==> config.mk <==
export PLATFORM = sky130hd
export DESIGN_NAME = pipe_stage_buf_flat
export DESIGN_NICKNAME = d
export VERILOG_FILES = /design/src/rtl/pipe_stage_buf_if.sv /design/src/rtl/pipe_stage_buf.sv /design/src/flat_wrapper.sv
export SDC_FILE = /design/constraint.sdc
export NUM_CORES = 1
export LEC_CHECK = 0
export CORE_ASPECT_RATIO = 1.75
export CORE_MARGIN = 10
export CORE_UTILIZATION = 55
export CTS_BUF_LIST = sky130_fd_sc_hd__clkbuf_8
export DETAILED_ROUTE_END_ITERATION = 12
export GPL_TIMING_DRIVEN = 1
export PLACE_DENSITY = 0.86
export RECOVER_POWER = 50
export REMOVE_ABC_BUFFERS = 1
export SLEW_MARGIN = 20
export SYNTH_ARGS = -nofsm -noshare
export SYNTH_HDL_FRONTEND = slang
export SYNTH_SLANG_ARGS = --single-unit
==> constraint.sdc <==
create_clock -name clk -period 5.11 [get_ports clk]
set_clock_uncertainty 0.05 [all_clocks]
set_input_delay 1.022 -clock clk [delete_from_list [all_inputs] [get_ports clk]]
set_output_delay 1.022 -clock clk [all_outputs]
set_load 0.03 [all_outputs]
==> src/rtl/pipe_stage_buf_if.sv <==
// Valid/ready/data handshake bundle between two pipeline stages.
interface pipe_stage_buf_if #(
    parameter int unsigned DATA_W = 64
);
    logic              valid;
    logic              ready;
    logic [DATA_W-1:0] data;

    modport master (output valid, output data, input ready);
    modport slave  (input valid, input data, output ready);
endinterface

==> src/rtl/pipe_stage_buf.sv <==
// Inter-stage pipeline register with valid/ready handshake, optional 2-entry skid
// buffer, flush with a saturating count of discarded entries.
module pipe_stage_buf #(
    parameter int unsigned       DATA_W     = 64,
    parameter logic [DATA_W-1:0] BUBBLE_VAL = '0,
    parameter bit                SKID_EN    = 1'b1,
    parameter int unsigned       CNT_W      = 16
) (
    input  logic               clk,
    input  logic               rst_n,
    input  logic               flush,
    pipe_stage_buf_if.slave    up,
    pipe_stage_buf_if.master   dn,
    output logic [1:0]         occupancy,
    output logic [CNT_W-1:0]   flush_cnt
);

    localparam logic [CNT_W:0] CNT_MAX = {1'b0, {CNT_W{1'b1}}};

    // Encoding equals the number of held entries, so occupancy is the state register.
    typedef enum logic [1:0] {
        EMPTY = 2'd0,
        ONE   = 2'd1,
        TWO   = 2'd2
    } state_e;

    state_e            state_q, state_d;
    logic              main_v_q;
    logic              ready_q;
    logic [DATA_W-1:0] main_q, main_d;
    logic [DATA_W-1:0] skid_q, skid_d;
    logic [CNT_W-1:0]  cnt_d;
    logic [CNT_W:0]    cnt_sum;
    logic              accept;
    logic              emit;

    // main_q is forced to BUBBLE_VAL whenever empty, so out_data is a plain register.
    assign up.ready  = SKID_EN ? ready_q : (~main_v_q | dn.ready);
    assign dn.valid  = main_v_q;
    assign dn.data   = main_q;
    assign occupancy = 2'(state_q);

    assign accept = up.valid & up.ready;
    assign emit   = main_v_q & dn.ready;

    always_ff @(posedge clk or negedge rst_n) begin
        if (!rst_n) begin
            state_q   <= EMPTY;
            main_v_q  <= 1'b0;
            ready_q   <= 1'b1;
            main_q    <= BUBBLE_VAL;
            skid_q    <= BUBBLE_VAL;
            flush_cnt <= '0;
        end else begin
            state_q   <= state_d;
            main_v_q  <= (state_d != EMPTY);
            ready_q   <= (state_d != TWO);
            main_q    <= main_d;
            skid_q    <= skid_d;
            flush_cnt <= cnt_d;
        end
    end

    // Next state; flush overrides any same-cycle accept or emit.
    always_comb begin
        state_d = state_q;
        main_d  = main_q;
        skid_d  = skid_q;
        cnt_d   = flush_cnt;
        cnt_sum = {1'b0, flush_cnt} + (CNT_W+1)'(state_q);

        if (flush) begin
            state_d = EMPTY;
            main_d  = BUBBLE_VAL;
            skid_d  = BUBBLE_VAL;
            cnt_d   = (cnt_sum > CNT_MAX) ? CNT_W'(CNT_MAX) : CNT_W'(cnt_sum);
        end else begin
            case (state_q)
                EMPTY: begin
                    if (accept) begin
                        state_d = ONE;
                        main_d  = up.data;
                    end
                end
                ONE: begin
                    if (accept && emit) begin
                        main_d = up.data;
                    end else if (accept && SKID_EN) begin
                        state_d = TWO;
                        skid_d  = up.data;
                    end else if (emit) begin
                        state_d = EMPTY;
                        main_d  = BUBBLE_VAL;
                    end
                end
                TWO: begin
                    if (emit) begin
                        state_d = ONE;
                        main_d  = skid_q;
                        skid_d  = BUBBLE_VAL;
                    end
                end
                default: begin
                    state_d = EMPTY;
                    main_d  = BUBBLE_VAL;
                    skid_d  = BUBBLE_VAL;
                end
            endcase
        end
    end

endmodule

==> src/flat_wrapper.sv <==
// flat-port wrapper written by rule: the top's interface ports become plain ports
module pipe_stage_buf_flat 
#(
    parameter int unsigned       DATA_W     = 64,
    parameter logic [DATA_W-1:0] BUBBLE_VAL = '0,
    parameter bit                SKID_EN    = 1'b1,
    parameter int unsigned       CNT_W      = 16
)
  (clk, rst_n, flush, occupancy, flush_cnt, up_valid, up_data, up_ready, dn_valid, dn_data, dn_ready);
  pipe_stage_buf_if #(.DATA_W(DATA_W)) up_i ();
  pipe_stage_buf_if #(.DATA_W(DATA_W)) dn_i ();
  input  logic clk;
  input  logic rst_n;
  input  logic flush;
  output logic [1:0] occupancy;
  output logic [CNT_W-1:0] flush_cnt;
  input wire logic [$bits(up_i.valid)-1:0] up_valid;
  input wire logic [$bits(up_i.data)-1:0] up_data;
  output wire logic [$bits(up_i.ready)-1:0] up_ready;
  output wire logic [$bits(dn_i.valid)-1:0] dn_valid;
  output wire logic [$bits(dn_i.data)-1:0] dn_data;
  input wire logic [$bits(dn_i.ready)-1:0] dn_ready;
  assign up_i.valid = up_valid;
  assign up_i.data = up_data;
  assign up_ready = up_i.ready;
  assign dn_valid = dn_i.valid;
  assign dn_data = dn_i.data;
  assign dn_i.ready = dn_ready;
  pipe_stage_buf #(.DATA_W(DATA_W), .BUBBLE_VAL(BUBBLE_VAL), .SKID_EN(SKID_EN), .CNT_W(CNT_W)) u_core (.clk(clk), .rst_n(rst_n), .flush(flush), .up(up_i), .dn(dn_i), .occupancy(occupancy), .flush_cnt(flush_cnt));
endmodule
==> flow_summary.ini, run 1 <==
[outcome]
status = complete, but fails checks
violations = max-capacitance violations, max-slew violations

[synthesis]
syn_avg_cell_area_um2 = 11.2
syn_area_mm2 = 0.00672
yosysTopAreaCellShare = 0.547
synth-seq-cells = 148
synth_edf_count = 0
synth_top_area_cell = dfrtp_1
ys_types = 44
synthTopCellsByArea = dfrtp_1, mux2i_1, o2bb2ai_1
synth_warnings = 0
yosysSeqAreaShare = 0.551
syn_inst = 599
synth_ff_type = dfrtp_1
ys_async_sr_fraction = 1.00

[critical_path]
startpoint_type = input port
arrival_ns = 3.61
critPathKind = input port to flop
critical_path.max_fanout = 65
cp_slowest_cell = dlygate4sd3_1
r2r_cells = 5
path_cells = dlygate4sd3_1 > nor3b_1 > clkbuf_2 > a32o_1 > a22o_1
critPathBufInv = 2
cp-end-kind = flop
cp_slowest_stage_delay_ns = 0.80
ff2ff_setup_slack_ns = 2.47
crit-reg2reg-capture = u_core.occupancy[1]$_DFF_PN0_
cp_data_required_time_ns = 5.40
r2r_start = u_core.occupancy[0]$_DFF_PN0_
path_delay_family = buffers and inverters

[timing]
hold_ws_ns = 0.439
min_period_ns = 3.32
hold_viol = 0
fmax_mhz = 301
slew_headroom = -0.833
rsz0062_at_grt = false
worstMarginPinSlew_ns = 2.75
setup_viol = 0
slew_viol_final = 112
period_share = 0.649
finalSetupTns_ns = 0

[pwr]
power.leakage_nw = 3.92
vdd_ir_drop_max_mv = 0.374
p_per_area_mw_per_mm2 = 368

[hold_path]
holdPathStages = 1
hold_class = flop to flop
holdCritStartpoint = u_core.dn.data[57]$_DFFE_PN0P_
whs_endpoint = u_core.dn.data[57]$_DFFE_PN0P_

[cts]
cts_inserted_buffers = 17
cts_tree = built
cts.sinks = 148
hold_buffers = 0
cts.clk_slew.worst_paths_ns = 0.08
htree_levels = 4
cts-root-buf = clkbuf_8
post-cts-setup-buffers = 0
cts.repair.resized = 0
clock_path_buffers = 2
clock_latency_ns = 0.45

[grt]
grt_pass1_wl_um = 30800
grt-ovfl-total = 0
antenna_found_initial = 0
grt_use_total = 0.219
grt_pass1_vias = 5768
grt_max_degree = 112

[finish]
final_layout_size_suffix_gt1_frac = 0.0723
layout.nets = 806
diodes = 0
areaGrowthSynthToFinish_pct = 29.0
final_core_util = 0.723

[floorplan]
dieWidth_um = 104
die_h_um = 166
io_pins = 153
start_util = 0.560
core_area_mm2 = 0.0120
rows = 53
die-area_mm2 = 0.0172

[run]
drv_cap = 1

[place]
routabilityCongestion = 0.807
dp_hpwl_um = 12700
portBuffers = 152

[route]
firstDrtPassIters = 5
wl_per_cell_um = 20.8
postRouteAntennaNets = 0
wl_um = 19000
first_iter_violations = 387
drc_errors = 0
viasPerCell = 5.92
vias = 5400
-- flip-flops by register name, indices dropped and copies added, names as in the netlist --
signal	cells
u_core.dn.data	64
u_core.dn.valid	1
u_core.flush_cnt	16
u_core.occupancy	2
u_core.skid_q	64
u_core.up.ready	1
-- worst max-delay path by stage --
stage	start	end	slack, ns	depth (start not counted)
after floorplan	dn_ready	u_core.skid_q[0]$_DFFE_PN0P_	-3.31	4
after global placement	dn_ready	u_core.dn.data[48]$_DFFE_PN0P_	1.79	6
after detailed placement	dn_ready	u_core.dn.data[11]$_DFFE_PN0P_	1.67	6
after CTS	dn_ready	u_core.dn.data[11]$_DFFE_PN0P_	2.12	6
after global routing	rst_n	u_core.skid_q[5]$_DFFE_PN0P_	1.47	2
final	flush	u_core.dn.valid$_DFF_PN0_	1.79	5
-- cells in the final DEF (no fill, tap or decap), types with 2 or more instances in the layout --
cell type        synthesis  routed
a21oi_1                  3       3
a21oi_4                  1       2
a22oi_1                 64      64
a31oi_1                  3       3
and3_1                   1       2
and4_1                   3       4
buf_4                    6       7
bufinv_16                0       2
clkbuf_2                 0       2
clkbuf_8                 0      18
clkdlybuf4s50_1          0     136
clkinv_2                 0       2
clkinv_4                 0       4
clkinvlp_4               0       3
dfrtp_1                147     147
dlygate4sd3_1            0      15
ha_1                     2       2
inv_1                   66      66
inv_6                    0       3
mux2_2                   4       4
mux2i_1                 66      66
nand2_1                 83      83
nand3_1                  5       5
nand4_1                  6       6
nor2_1                   2       2
nor2b_1                  4       3
o21ai_0                  4       3
o21ai_4                  0       2
o2bb2ai_1               64      64
xnor2_1                  3       3
xor2_1                   4       4
-- layout make-up --
cell class	instances	area, um^2
flip-flops and latches	148	3700
fillers	855	3330
clock buffers	18	248
inverters	66	248
well taps	165	206
multi-input cells	341	2540
clock inverters	14	154
repair buffers	160	1570
-- where the power goes --
group          internal (mW)  total, mW  switching, mW
registers               1.30       1.40          0.104
logic                  0.344      0.877          0.534
clock network          0.452      0.917          0.465
-- per-layer routing --
metal	vias up	GRT usage	wire length (um)
li1	2378	-	-
met1	2761	0.247	7170
met2	217	0.371	10100
met3	44	0.0602	1070
met4	0	0.109	658
met5	-	0	0
-- cells by family (layout without fill, tap and decap cells) --
logic type | count (synthesis) | in the layout | synth area share
flip-flops | 148 | 148 | 0.551
AO/OA/AOI/OAI | 146 | 146 | 0.174
AND/OR/NAND/NOR | 114 | 114 | 0.0778
buffers and inverters | 110 | 258 | 0.0744
multiplexers | 71 | 71 | 0.107
XOR/XNOR | 7 | 7 | 0.00912
adder cells (fa/ha/maj) | 3 | 3 | 0.00670
-- synth_stat cells (5+ instances only) --
library cell and count:
a22oi_1 64, buf_2 34, buf_4 6, dfrtp_1 147, inv_1 66, mux2i_1 66
nand2_1 83, nand3_1 5, nand4_1 6, o2bb2ai_1 64
-- per-stage QoR --
stage               std cells  power (mW)  instance area, um^2  worst slack, ns
floorplan                 555        1.93                 6470            -3.31
global placement          880        2.27                 8300             1.79
detailed placement        880        2.30                 8300             1.67
CTS                       912        3.22                 8700             2.12
global route              912        3.34                 8670             1.47
finish                    912        3.19                 8670             1.79
Note: power is estimated with default switching activity, not from simulation.
==> run 2: changes to the inputs <==
--- a/config.mk
+++ b/config.mk
@@ -7,11 +7,11 @@
 export LEC_CHECK = 0
 export CORE_ASPECT_RATIO = 1.75
 export CORE_MARGIN = 10
-export CORE_UTILIZATION = 55
+export CORE_UTILIZATION = 47
 export CTS_BUF_LIST = sky130_fd_sc_hd__clkbuf_8
 export DETAILED_ROUTE_END_ITERATION = 12
 export GPL_TIMING_DRIVEN = 1
-export PLACE_DENSITY = 0.86
+export PLACE_DENSITY = 0.79
 export RECOVER_POWER = 50
 export REMOVE_ABC_BUFFERS = 1
 export SLEW_MARGIN = 20
==> constraint.sdc (replaced) <==
create_clock -name clk -period 2.8 [get_ports clk]
set_clock_uncertainty 0.05 [all_clocks]
set_input_delay 0.56 -clock clk [delete_from_list [all_inputs] [get_ports clk]]
set_output_delay 0.56 -clock clk [all_outputs]
set_load 0.03 [all_outputs]
==> run 2 against run 1 <==
The run still ends with max-capacitance violations, max-slew violations left. Sequential power up 83%. Worst hold slack better by 0.0019 ns. Global-route usage is 3.3 points lower. Sequential share of layout area decreased by 0.47 points. Critical path type unchanged. Highest routed layer unchanged.
==> flow_summary.ini, run 2 (synthesis results as in run 1) <==
[outcome]
status = complete, but fails checks
violations = max-capacitance violations, max-slew violations

[place]
dp_hpwl_um = 12800
post-place-ws_ns = 0.264
portBuffers = 152
routabilityCongestion = 0.772

[route]
wl_per_cell_um = 20.2
viasPerCell = 5.76
postRouteAntennaNets = 0
drc_errors = 0
vias = 5342
first_iter_violations = 361
firstDrtPassIters = 5
wl_um = 18700

[timing]
hold_viol = 0
rsz0062_at_grt = false
fmax_mhz = 390
setup_viol = 0
slew_viol_final = 64
period_share = 0.915
hold_ws_ns = 0.441
finalSetupTns_ns = 0
min_period_ns = 2.56
worstMarginPinSlew_ns = 1.68
timing.final.ws_setup_ns = 0.238
slew_headroom = -0.122

[critical_path]
cp_data_required_time_ns = 3.08
critical_path.max_fanout = 33
startpoint_type = input port
cp_slowest_stage_delay_ns = 0.87
cp_slowest_cell = clkbuf_2
cp-end-kind = flop
path_cells = dlygate4sd3_1 > nand2_1 > a31oi_1 > o21ai_4 > clkbuf_2 > mux2i_1
arrival_ns = 2.84
critPathKind = input port to flop

[pwr]
swShare = 0.349
vdd_ir_drop_max_mv = 0.472
intPower_mw = 3.75
total_power_mw = 5.75
p_clk_frac = 0.269
seqPwrFrac = 0.444
power.leakage_nw = 3.91
power_switching_mw = 2.01
combPwrFrac = 0.286
p_per_area_mw_per_mm2 = 656

[cts]
cts-root-buf = clkbuf_8
post-cts-setup-buffers = 0
cts.clk_slew.worst_paths_ns = 0.08
cts_inserted_buffers = 17
cts.repair.resized = 0
cts_tree = built
cts.sinks = 148
hold_buffers = 0
clock_path_buffers = 2
htree_levels = 4
clock_latency_ns = 0.43

[finish]
final_common_cell = clkdlybuf4s50_1
final_core_util = 0.627
areaGrowthSynthToFinish_pct = 30.5
layout.nets = 810
final_cell_mix = clkdlybuf4s50_1, dfrtp_1, nand2_1
diodes = 0
final_layout_size_suffix_gt1_frac = 0.0800

[floorplan]
rows = 57
io_pins = 153
die_h_um = 178
start_util = 0.481
core_area_mm2 = 0.0140
dieWidth_um = 110
die-area_mm2 = 0.0197

[hold_path]
hold_class = flop to flop

[grt]
grt_use_total = 0.187
grt_pass1_vias = 5697
grt_max_degree = 65
antenna_found_initial = 0
grt-ovfl-total = 0
grt_pass1_wl_um = 30300

[run]
drv_cap = 1
==> run 2: worst paths after layout <==
path | startpoint | end | slack [ns] | depth (start not counted)
worst max-delay path | dn_ready | u_core.skid_q[2]$_DFFE_PN0P_ | 0.24 | 6
worst min-delay path | u_core.dn.data[6]$_DFFE_PN0P_ | u_core.dn.data[6]$_DFFE_PN0P_ | 0.44 | 1
worst max register to register | u_core.occupancy[1]$_DFF_PN0_ | u_core.skid_q[2]$_DFFE_PN0P_ | 0.52 | 4
worst min register to register | u_core.dn.data[6]$_DFFE_PN0P_ | u_core.dn.data[6]$_DFFE_PN0P_ | 0.44 | 1
max in group asynchronous | rst_n | u_core.dn.data[37]$_DFFE_PN0P_ | 0.81 | 2
min in group asynchronous | rst_n | u_core.skid_q[44]$_DFFE_PN0P_ | 0.51 | 1
==> run 2: power groups by stage <==
| stage | Combinational, mW | Sequential, mW | Clock, mW |
|---|---|---|---|
| after floorplan | 0.681 | 2.85 | 0 |
| after global placement | 1.62 | 2.58 | 0 |
| after detailed placement | 1.67 | 2.59 | 0 |
| after CTS | 1.67 | 2.55 | 1.58 |
| after global routing | 1.77 | 2.59 | 1.67 |
| final | 1.65 | 2.56 | 1.55 |
==> run 2: cell type report <==
class / count / area [um^2]
fillers: 1140 / 5210
flip-flops and latches: 148 / 3700
multi-input cells: 341 / 2560
repair buffers: 164 / 1670
inverters: 66 / 248
clock buffers: 17 / 234
well taps: 177 / 221
clock inverters: 14 / 133
==> run 2: metal layers <==
metal,track usage,part of all wire,wire length (um),vias up
met5,0,0,0,-
met4,0.0915,0.034,644,0
met3,0.0444,0.058,1080,36
met2,0.331,0.54,10000,197
met1,0.205,0.37,6940,2716
li1,-,-,-,2393
==> run 2: critical path: cells and delay by family <==
| kind | cells | cell delay (ns) |
|---|---|---|
| and+or+nand+nor | 1 | 0.17 |
| AOI/OAI and AO/OA | 2 | 0.32 |
| buffers and inverters | 2 | 1.47 |
| muxes | 1 | 0.30 |
==> run 2: stage by stage <==
step | instances | instance area (um^2)
3_5_place_dp | 896 | 8440
2_1_floorplan | 555 | 6470
5_1_grt | 927 | 8770
4_1_cts | 927 | 8810
6_report | 927 | 8770
3_3_place_gp | 896 | 8440
